File: src/rtl/trolley_system_pkg.sv
// Shared constants for the trolley sensor input port: register map and edge-type selectors.
package trolley_system_pkg;

  localparam logic [1:0] ADDR_DATA = 2'd0;
  localparam logic [1:0] ADDR_RSVD = 2'd1;
  localparam logic [1:0] ADDR_MASK = 2'd2;
  localparam logic [1:0] ADDR_EDGE = 2'd3;

  localparam int EDGE_RISE = 0;
  localparam int EDGE_FALL = 1;
  localparam int EDGE_ANY  = 2;

endpackage

File: src/rtl/trolley_system_debounce.sv
// Single-bit debouncer: the output follows the input only after it has
// disagreed with the output for DEBOUNCE_CYCLES consecutive cycles.
module trolley_system_debounce #(
  parameter int DEBOUNCE_CYCLES = 50000
) (
  input  logic clk,
  input  logic reset_n,
  input  logic d_in,
  output logic d_out
);

  localparam int CNT_W = $clog2(DEBOUNCE_CYCLES + 1);
  localparam logic [CNT_W-1:0] CNT_LAST = CNT_W'(DEBOUNCE_CYCLES - 1);

  logic [CNT_W-1:0] cnt_reg;
  logic             out_reg;

  // Any return to the current output value restarts the count.
  always_ff @(posedge clk or negedge reset_n) begin
    if (!reset_n) begin
      cnt_reg <= '0;
      out_reg <= 1'b0;
    end else if (d_in == out_reg) begin
      cnt_reg <= '0;
    end else if (cnt_reg == CNT_LAST) begin
      out_reg <= d_in;
      cnt_reg <= '0;
    end else begin
      cnt_reg <= cnt_reg + 1'b1;
    end
  end

  assign d_out = out_reg;

endmodule

File: src/rtl/trolley_system_sensor_in.sv
// Avalon-MM sensor input port: synchronises trolley sensor lines, latches edges, raises a masked irq.
// Optional per-bit debouncing is enabled by defining SENSOR_IN_DEBOUNCE_EN.
module trolley_system_sensor_in
  import trolley_system_pkg::*;
#(
  parameter int WIDTH           = 4,
  parameter int EDGE_TYPE       = 0,
  parameter int DEBOUNCE_CYCLES = 50000
) (
  input  logic             clk,
  input  logic             reset_n,
  input  logic [1:0]       address,
  input  logic             chipselect,
  input  logic             write_n,
  input  logic [31:0]      writedata,
  input  logic [WIDTH-1:0] in_port,
  output logic [31:0]      readdata,
  output logic             irq
);

  localparam logic [1:0] ARM_LAST = 2'd3;

  logic [WIDTH-1:0] sync1_reg, sync2_reg;
  logic [WIDTH-1:0] filt;
  logic [WIDTH-1:0] prev_reg;
  logic [WIDTH-1:0] mask_reg;
  logic [WIDTH-1:0] capture_reg, capture_next;
  logic [WIDTH-1:0] raw_edges, edges, clear_bits;
  logic [1:0]       arm_cnt_reg;
  logic             armed;
  logic             wr_en;
  logic             irq_reg;

  // Only the low WIDTH bits of writedata are meaningful.
  logic unused_wdata;
  assign unused_wdata = ^writedata;

  always_ff @(posedge clk or negedge reset_n) begin
    if (!reset_n) begin
      sync1_reg <= '0;
      sync2_reg <= '0;
    end else begin
      sync1_reg <= in_port;
      sync2_reg <= sync1_reg;
    end
  end

`ifdef SENSOR_IN_DEBOUNCE_EN
  generate
    for (genvar gi = 0; gi < WIDTH; gi++) begin : g_debounce
      trolley_system_debounce #(
        .DEBOUNCE_CYCLES(DEBOUNCE_CYCLES)
      ) u_debounce (
        .clk    (clk),
        .reset_n(reset_n),
        .d_in   (sync2_reg[gi]),
        .d_out  (filt[gi])
      );
    end
  endgenerate
`else
  localparam int unused_debounce_cycles = DEBOUNCE_CYCLES;
  assign filt = sync2_reg;
`endif

  always_comb begin
    raw_edges = filt & ~prev_reg;
    case (EDGE_TYPE)
      EDGE_RISE: raw_edges = filt & ~prev_reg;
      EDGE_FALL: raw_edges = ~filt & prev_reg;
      EDGE_ANY:  raw_edges = filt ^ prev_reg;
      default:   raw_edges = filt & ~prev_reg;
    endcase
  end

  // Hold off edge detection until the sync chain and prev have been loaded.
  assign armed = (arm_cnt_reg == ARM_LAST);
  assign edges = armed ? raw_edges : '0;

  assign wr_en      = chipselect & ~write_n;
  assign clear_bits = (wr_en && address == ADDR_EDGE) ? writedata[WIDTH-1:0] : '0;

  // A new edge overrides a clear on the same bit.
  assign capture_next = (capture_reg & ~clear_bits) | edges;

  always_ff @(posedge clk or negedge reset_n) begin
    if (!reset_n) begin
      prev_reg    <= '0;
      arm_cnt_reg <= '0;
      capture_reg <= '0;
      mask_reg    <= '0;
      irq_reg     <= 1'b0;
    end else begin
      prev_reg    <= filt;
      if (!armed) begin
        arm_cnt_reg <= arm_cnt_reg + 2'd1;
      end
      capture_reg <= capture_next;
      if (wr_en && address == ADDR_MASK) begin
        mask_reg <= writedata[WIDTH-1:0];
      end
      irq_reg     <= |(capture_reg & mask_reg);
    end
  end

  assign irq = irq_reg;

  always_comb begin
    readdata = '0;
    case (address)
      ADDR_DATA: readdata[WIDTH-1:0] = filt;
      ADDR_RSVD: readdata = '0;
      ADDR_MASK: readdata[WIDTH-1:0] = mask_reg;
      ADDR_EDGE: readdata[WIDTH-1:0] = capture_reg;
    endcase
  end

endmodule

File: config.mk
export PLATFORM = sky130hd
export DESIGN_NAME = trolley_system_sensor_in
export DESIGN_NICKNAME = d
export VERILOG_FILES = /design/src/rtl/trolley_system_pkg.sv /design/src/rtl/trolley_system_debounce.sv /design/src/rtl/trolley_system_sensor_in.sv
export SDC_FILE = /design/constraint.sdc
export NUM_CORES = 1
export LEC_CHECK = 0
export CORE_MARGIN = 2
export CORE_UTILIZATION = 38
export CTS_CLUSTER_SIZE = 20
export DETAILED_ROUTE_END_ITERATION = 7
export GPL_ROUTABILITY_DRIVEN = 1
export PLACE_DENSITY = 0.84
export SLEW_MARGIN = 20
export SYNTH_ARGS = -nofsm -noshare
export SYNTH_HDL_FRONTEND = slang
export SYNTH_SLANG_ARGS = --single-unit
export TNS_END_PERCENT = 100
File: constraint.sdc
create_clock -name clk -period 1.61 [get_ports clk]
set_input_delay 0.161 -clock clk [delete_from_list [all_inputs] [get_ports clk]]
set_output_delay 0.161 -clock clk [all_outputs]
set_load 0.01 [all_outputs]
==> impl_results.md, run 1 <==
* Area after DPL at 1250 sq um
* Dpl hpwl at 1370 um
* Clk slew on worst S/H paths at 0.13 ns
* Die height at approximately 58 um
* R2R Path Start: arm_cnt_reg[0]$_DFFE_PN0N_
* Area leader, netlist: dfrtp_1
* Synthesized area at approximately 1100 sq um
* Clock sinks at 23
* Hold Fails Final Rpt at 0
* Status: finished clean
* Critical Path RT at 1.45 ns
* Via count at 689
* Post-DR wirelength/cell at around 12 um
* TritonRoute pass-1 iters at 5
* Endpoints failing setup at 0
* Fin area at 1330 sq um
* Worst path arrival time at approximately 1.4 ns
* Critical path buffers and inverters at 1
* Drt drc at 0
* CP peak stage delay at 0.41 ns
* Max rail drop VDD at 680 uV
* Largest net degree at the start of global routing at 24
* Bufs on Longest Clock Path at 2
* Ordered list of cells on the worst path: mux2_2 > a22o_1 > clkdlybuf4s15_1
* First DRT Iteration DRCs at 10
* I/O Pins at 75
* Die area at 3400 sq um
* Reg2Reg Depth at 2
* Antenna-violating nets left at 0
* Critical path's top delay family: flip-flops
* Post-DR vias/cell at 4.50
* Ys Warns at 0
* WP depth at 3
* CTS tree: yes
* Total CTS buffers at 3
* Row Count at 19
* FMAX at 0.643 GHz
* Cell count after placement at 141
* Yosys top cell area share at 0.513
* H-tree depth at 1
* Hold crit path type: primary input to async pin
* Post-Route WL at 1840 um
* Final Max Slew Viols at 0
* RSZ-0062 raised after global routing: false
* WHS at 0.182 ns
* Final min period at 1.56 ns
* Period utilization at 0.967
* Reg2reg setup slack at between 0.4 and 0.5 ns
* Non-filler cells, final at between 150 and 200
* Design Power at 0.00117 W
* Skew final at 0.00460 ns
* Area growth syn-to-layout at 18.6%
* Worst-path maximum fanout at 2
* Fraction of layout instances using a drive strength above 1 at 0.213
* Worst skew pair latency at 0.31 ns
* Static leakage at 0.641 nW
* Quantity of hold-fixing buffers added after cts at 0
* Max Cap Violations at 0
* Synth unique cells at 18
* Syn Inst Count at 90
* FF+latch count, synth at 23
* Worst setup EP type: output pin
* FILL cells at 260
* Syn Area/Cell at around 12 sq um
* CP max-delay cell: dfrtp_1
* Dominant cells by area after synthesis: dfrtp_1 (51%), buf_4 (19%), mux2_4 (5.4%)
* Final nets at 166
* Port buffer count at 18
* Power Dens Cells at 882 nW/um^2
* Reg-to-reg endpoint: arm_cnt_reg[1]$_DFFE_PN0N_
* Crit path kind: register to output pin
* Commonest non-fill, non-tap cell in the layout: conb_1
* Worst Setup Start Kind: register
* Number of global-route vias before repair at 676
* Initial antenna violation count at 0
* GP Congestion at 0.802
* Root Buffer: clkbuf_4
* Die Width at 58.3 um
* GRT Resource Usage Total at 0.119
* Sequential area share after synthesis at 0.513
* First-pass GRT wire length at 3040 um
* Total inserted antenna cells at 0
* Most frequent cells in the layout: conb_1 (28), dfrtp_1 (23), clkdlybuf4s50_1 (13)
* GRT overflow at 0
* Core area at 2780 sq um
* Effective utilization at floorplan at 0.404
[routing by layer]
layer  part of all wire  track usage  vias to the layer above
li1                   -            -                      310
met1               0.40        0.137                      336
met2               0.52        0.210                       41
met3              0.082       0.0308                        2
met4             0.0038       0.0465                        0
met5                  0            0                        -
[area by class of cell]
cell class	count	area (sq um)	share of cell area
repair buffers	30	264	0.198
well taps	31	38.8	0.0291
flip-flops and latches	23	576	0.432
clock buffers	4	26.3	0.0197
inverters	4	15.0	0.0113
multi-input cells	61	412	0.309
[power by group]
group          leakage [nW]  switching [W]  internal [W]  total, W
clock                0.0150       0.000169     0.0000966  0.000265
sequential            0.251      0.0000233      0.000622  0.000645
combinational         0.376       0.000111      0.000153  0.000264
[Yosys cell counts]
master    count
ha_1          1
and4bb_4      1
conb_1        1
mux2_2        5
buf_6         1
xnor2_1       1
nand3b_1      4
buf_4        28
nand2_1       1
and4b_1       1
nor2_1        1
a22o_1        4
nand2b_1      4
o211ai_1      4
mux2_4        4
inv_1         4
dfrtp_1      23
a22oi_1       2
[logic make-up (layout without fill, tap and decap cells)]
| logic type | after synthesis | count (layout) | synth area share |
|---|---|---|---|
| flip-flops | 23 | 23 | 0.513 |
| multiplexers | 9 | 9 | 0.104 |
| adder cells (fa/ha/maj) | 1 | 1 | 0.0111 |
| XOR/XNOR | 1 | 1 | 0.00781 |
| buffers and inverters | 33 | 38 | 0.211 |
| other | 1 | 28 | 0.00334 |
| AO/OA/AOI/OAI | 10 | 10 | 0.0713 |
| AND/OR/NAND/NOR | 12 | 12 | 0.0791 |
[how the worst max path moves through the flow]
stage,to,start
floorplan,mask_reg[0]$_DFFE_PN0P_,address[0]
global placement,readdata[3],address[0]
finish,readdata[2],capture_reg[2]$_DFF_PN0_
global route,readdata[2],capture_reg[2]$_DFF_PN0_
detailed placement,readdata[3],address[0]
CTS,readdata[2],mask_reg[2]$_DFFE_PN0P_
[metrics by stage]
step	TNS (ns)	worst slack [ns]	utilization
3_5_place_dp	-1.89	-0.411	0.450
5_1_grt	0	0.000227	0.479
2_1_floorplan	0	0.552	-
3_3_place_gp	-1.48	-0.355	0.450
6_report	0	0.0539	0.479
4_1_cts	0	0.0322	0.476
[what timing repair did]
item,in CTS,in global routing
buffers inserted,7,1
gates cloned,0,0
resized for setup,11,0
setup endpoints to repair,4,1
Note: power is estimated with default switching activity, not from simulation.
==> inputs of run 2 (changes only) <==
--- a/config.mk
+++ b/config.mk
@@ -11,7 +11,7 @@
 export DETAILED_ROUTE_END_ITERATION = 7
 export GPL_ROUTABILITY_DRIVEN = 1
 export PLACE_DENSITY = 0.84
-export SLEW_MARGIN = 20
+export SLEW_MARGIN = 5
 export SYNTH_ARGS = -nofsm -noshare
 export SYNTH_HDL_FRONTEND = slang
 export SYNTH_SLANG_ARGS = --single-unit
==> results of run 2 <==
Same layout as run 1: the final DEF is identical, and so are final timing and power.
==> inputs of run 3 (changes only) <==
--- a/config.mk
+++ b/config.mk
@@ -9,7 +9,7 @@
 export CORE_UTILIZATION = 38
 export CTS_CLUSTER_SIZE = 20
 export DETAILED_ROUTE_END_ITERATION = 7
-export GPL_ROUTABILITY_DRIVEN = 1
+export GPL_ROUTABILITY_DRIVEN = 0
 export PLACE_DENSITY = 0.84
 export SLEW_MARGIN = 5
 export SYNTH_ARGS = -nofsm -noshare
==> results of run 3 <==
Same layout as run 1: the final DEF is identical, and so are final timing and power.
==> RTL edit (flow settings as in run 3) <==
Add an input register stage for `writedata`, with the module's reset; this delays it by one clock. The other inputs are not delayed to match.
--- a/src/rtl/trolley_system_sensor_in.sv
+++ b/src/rtl/trolley_system_sensor_in.sv
@@ -20,6 +20,16 @@
 
   localparam logic [1:0] ARM_LAST = 2'd3;
 
+  logic [31:0] writedata_q;
+
+  always_ff @(posedge clk or negedge reset_n) begin
+    if (!reset_n) begin
+      writedata_q <= '0;
+    end else begin
+      writedata_q <= writedata;
+    end
+  end
+
   logic [WIDTH-1:0] sync1_reg, sync2_reg;
   logic [WIDTH-1:0] filt;
   logic [WIDTH-1:0] prev_reg;
@@ -33,7 +43,7 @@
 
   // Only the low WIDTH bits of writedata are meaningful.
   logic unused_wdata;
-  assign unused_wdata = ^writedata;
+  assign unused_wdata = ^writedata_q;
 
   always_ff @(posedge clk or negedge reset_n) begin
     if (!reset_n) begin
@@ -78,7 +88,7 @@
   assign edges = armed ? raw_edges : '0;
 
   assign wr_en      = chipselect & ~write_n;
-  assign clear_bits = (wr_en && address == ADDR_EDGE) ? writedata[WIDTH-1:0] : '0;
+  assign clear_bits = (wr_en && address == ADDR_EDGE) ? writedata_q[WIDTH-1:0] : '0;
 
   // A new edge overrides a clear on the same bit.
   assign capture_next = (capture_reg & ~clear_bits) | edges;
@@ -97,7 +107,7 @@
       end
       capture_reg <= capture_next;
       if (wr_en && address == ADDR_MASK) begin
-        mask_reg <= writedata[WIDTH-1:0];
+        mask_reg <= writedata_q[WIDTH-1:0];
       end
       irq_reg     <= |(capture_reg & mask_reg);
     end
Behaviour: not the same (a bounded check fails within 4 cycles, from zero or initial values and one cycle with reset_n low).
==> RTL edit against run 3 <==
- die area up 8.3%
- area after synthesis rose by 8.9%
- combinational power shrank 9.1%
- design area rose by 6.7%
- global-route usage fell by 0.64 points
- worst setup slack lost 0.74 ps
- clock power rose by 7%
- sequential cell count rose by 4
- total power rose by 8.8%
- routed wire length shrank 0.33%
- critical endpoint is now readdata[3]
- largest cell class unchanged
- largest power group unchanged
==> RTL edit: results (changes against run 3) <==
grt_pass1_wl_mm: 2.95  # -2.7%
synth_cell_types: 18  # unchanged
netSwitchingFraction: 0.249  # -0.00954
met2_usage: 0.178  # -0.0321
routed_wl_mm: 1.84  # -0.33%
wl_met1_um: 757  # +3.3%
dp_hpwl_mm: 1.38  # +0.77%
status: "completed"
use_met3: 0.0277  # -0.00305
grt_max_degree: 28  # +17%
comb_cell_power_w: 0.000240  # -9.1%
cts_resized: 12  # +1
hold_ws_ps: 183  # +1.52 ps
period_share: 0.967  # about the same
critPathLaunch: "mask_reg[3]"
dr_wl_met3_um: 131  # -13%
dp_worst_setup_slack_ps: -419  # -7.78 ps
use_met1: 0.140  # +0.00335
critPathCapture: "readdata[3]"
dp.cells: 157  # +11%
wl_met2_um: 919  # -3.3%
timing.reg2reg.setup_slack_ps: 430  # -30 ps
synth_commonest_cells: "buf_4, dfrtp_1, mux2_2"
reg2regPathDepth: 2  # unchanged
synth.area.top_cells: "dfrtp_1, buf_4, mux2_4"
sequentialPower_w: 0.000755  # +17%
drt_first_pass_iters: 3  # -2
leakagePower_nw: 0.677  # +5.6%
grt_pass1_vias: 664  # -1.8%
synth_cells: 94  # +4.4%
grt_use_total: 0.113  # -0.00645
yosysSeqAreaShare: 0.553  # +0.0399
drt-initial-drc-count: 4  # -6
drive_gt1_frac: 0.226  # +0.0127
num_vias: 687  # -0.29%
io_buffers: 18  # unchanged
post-cts-setup-buffers: 5  # -2
switchingPower_w: 0.000318  # +4.8%
stdcell_count: 168  # +9.8%
placed_area_um2: 1360  # +8.7%
fin_skew_ps: 10.5  # +5.88 ps
ir_drop_mv: 0.376  # -45%
RTL edit: cell types whose count changed in the layout (fill, tap and decap cells not counted), sizes merged:
cell | before | now
clkdlybuf4s15 | 3 | 0
clkbuf | 4 | 7
buf | 13 | 11
dfrtp | 23 | 27
RTL edit: kinds of logic (layout without fill, tap and decap cells):
group / after synthesis / in the layout / share of synthesized area
multiplexers: 9 / 9 / 0.0952
adder cells (fa/ha/maj): 1 / 1 / 0.0102
XOR/XNOR: 1 / 1 / 0.00717
AND/OR/NAND/NOR: 12 / 12 / 0.0727
flip-flops: 27 / 27 / 0.553
buffers and inverters: 33 / 36 / 0.193
AO/OA/AOI/OAI: 10 / 10 / 0.0655
other: 1 / 28 / 0.00307
RTL edit: cell type report:
class	instances	area, µm²
flip-flops and latches	27	676
clock buffers	4	26.3
well taps	44	55.1
multi-input cells	61	414
fillers	287	1630
repair buffers	28	234
inverters	4	15.0
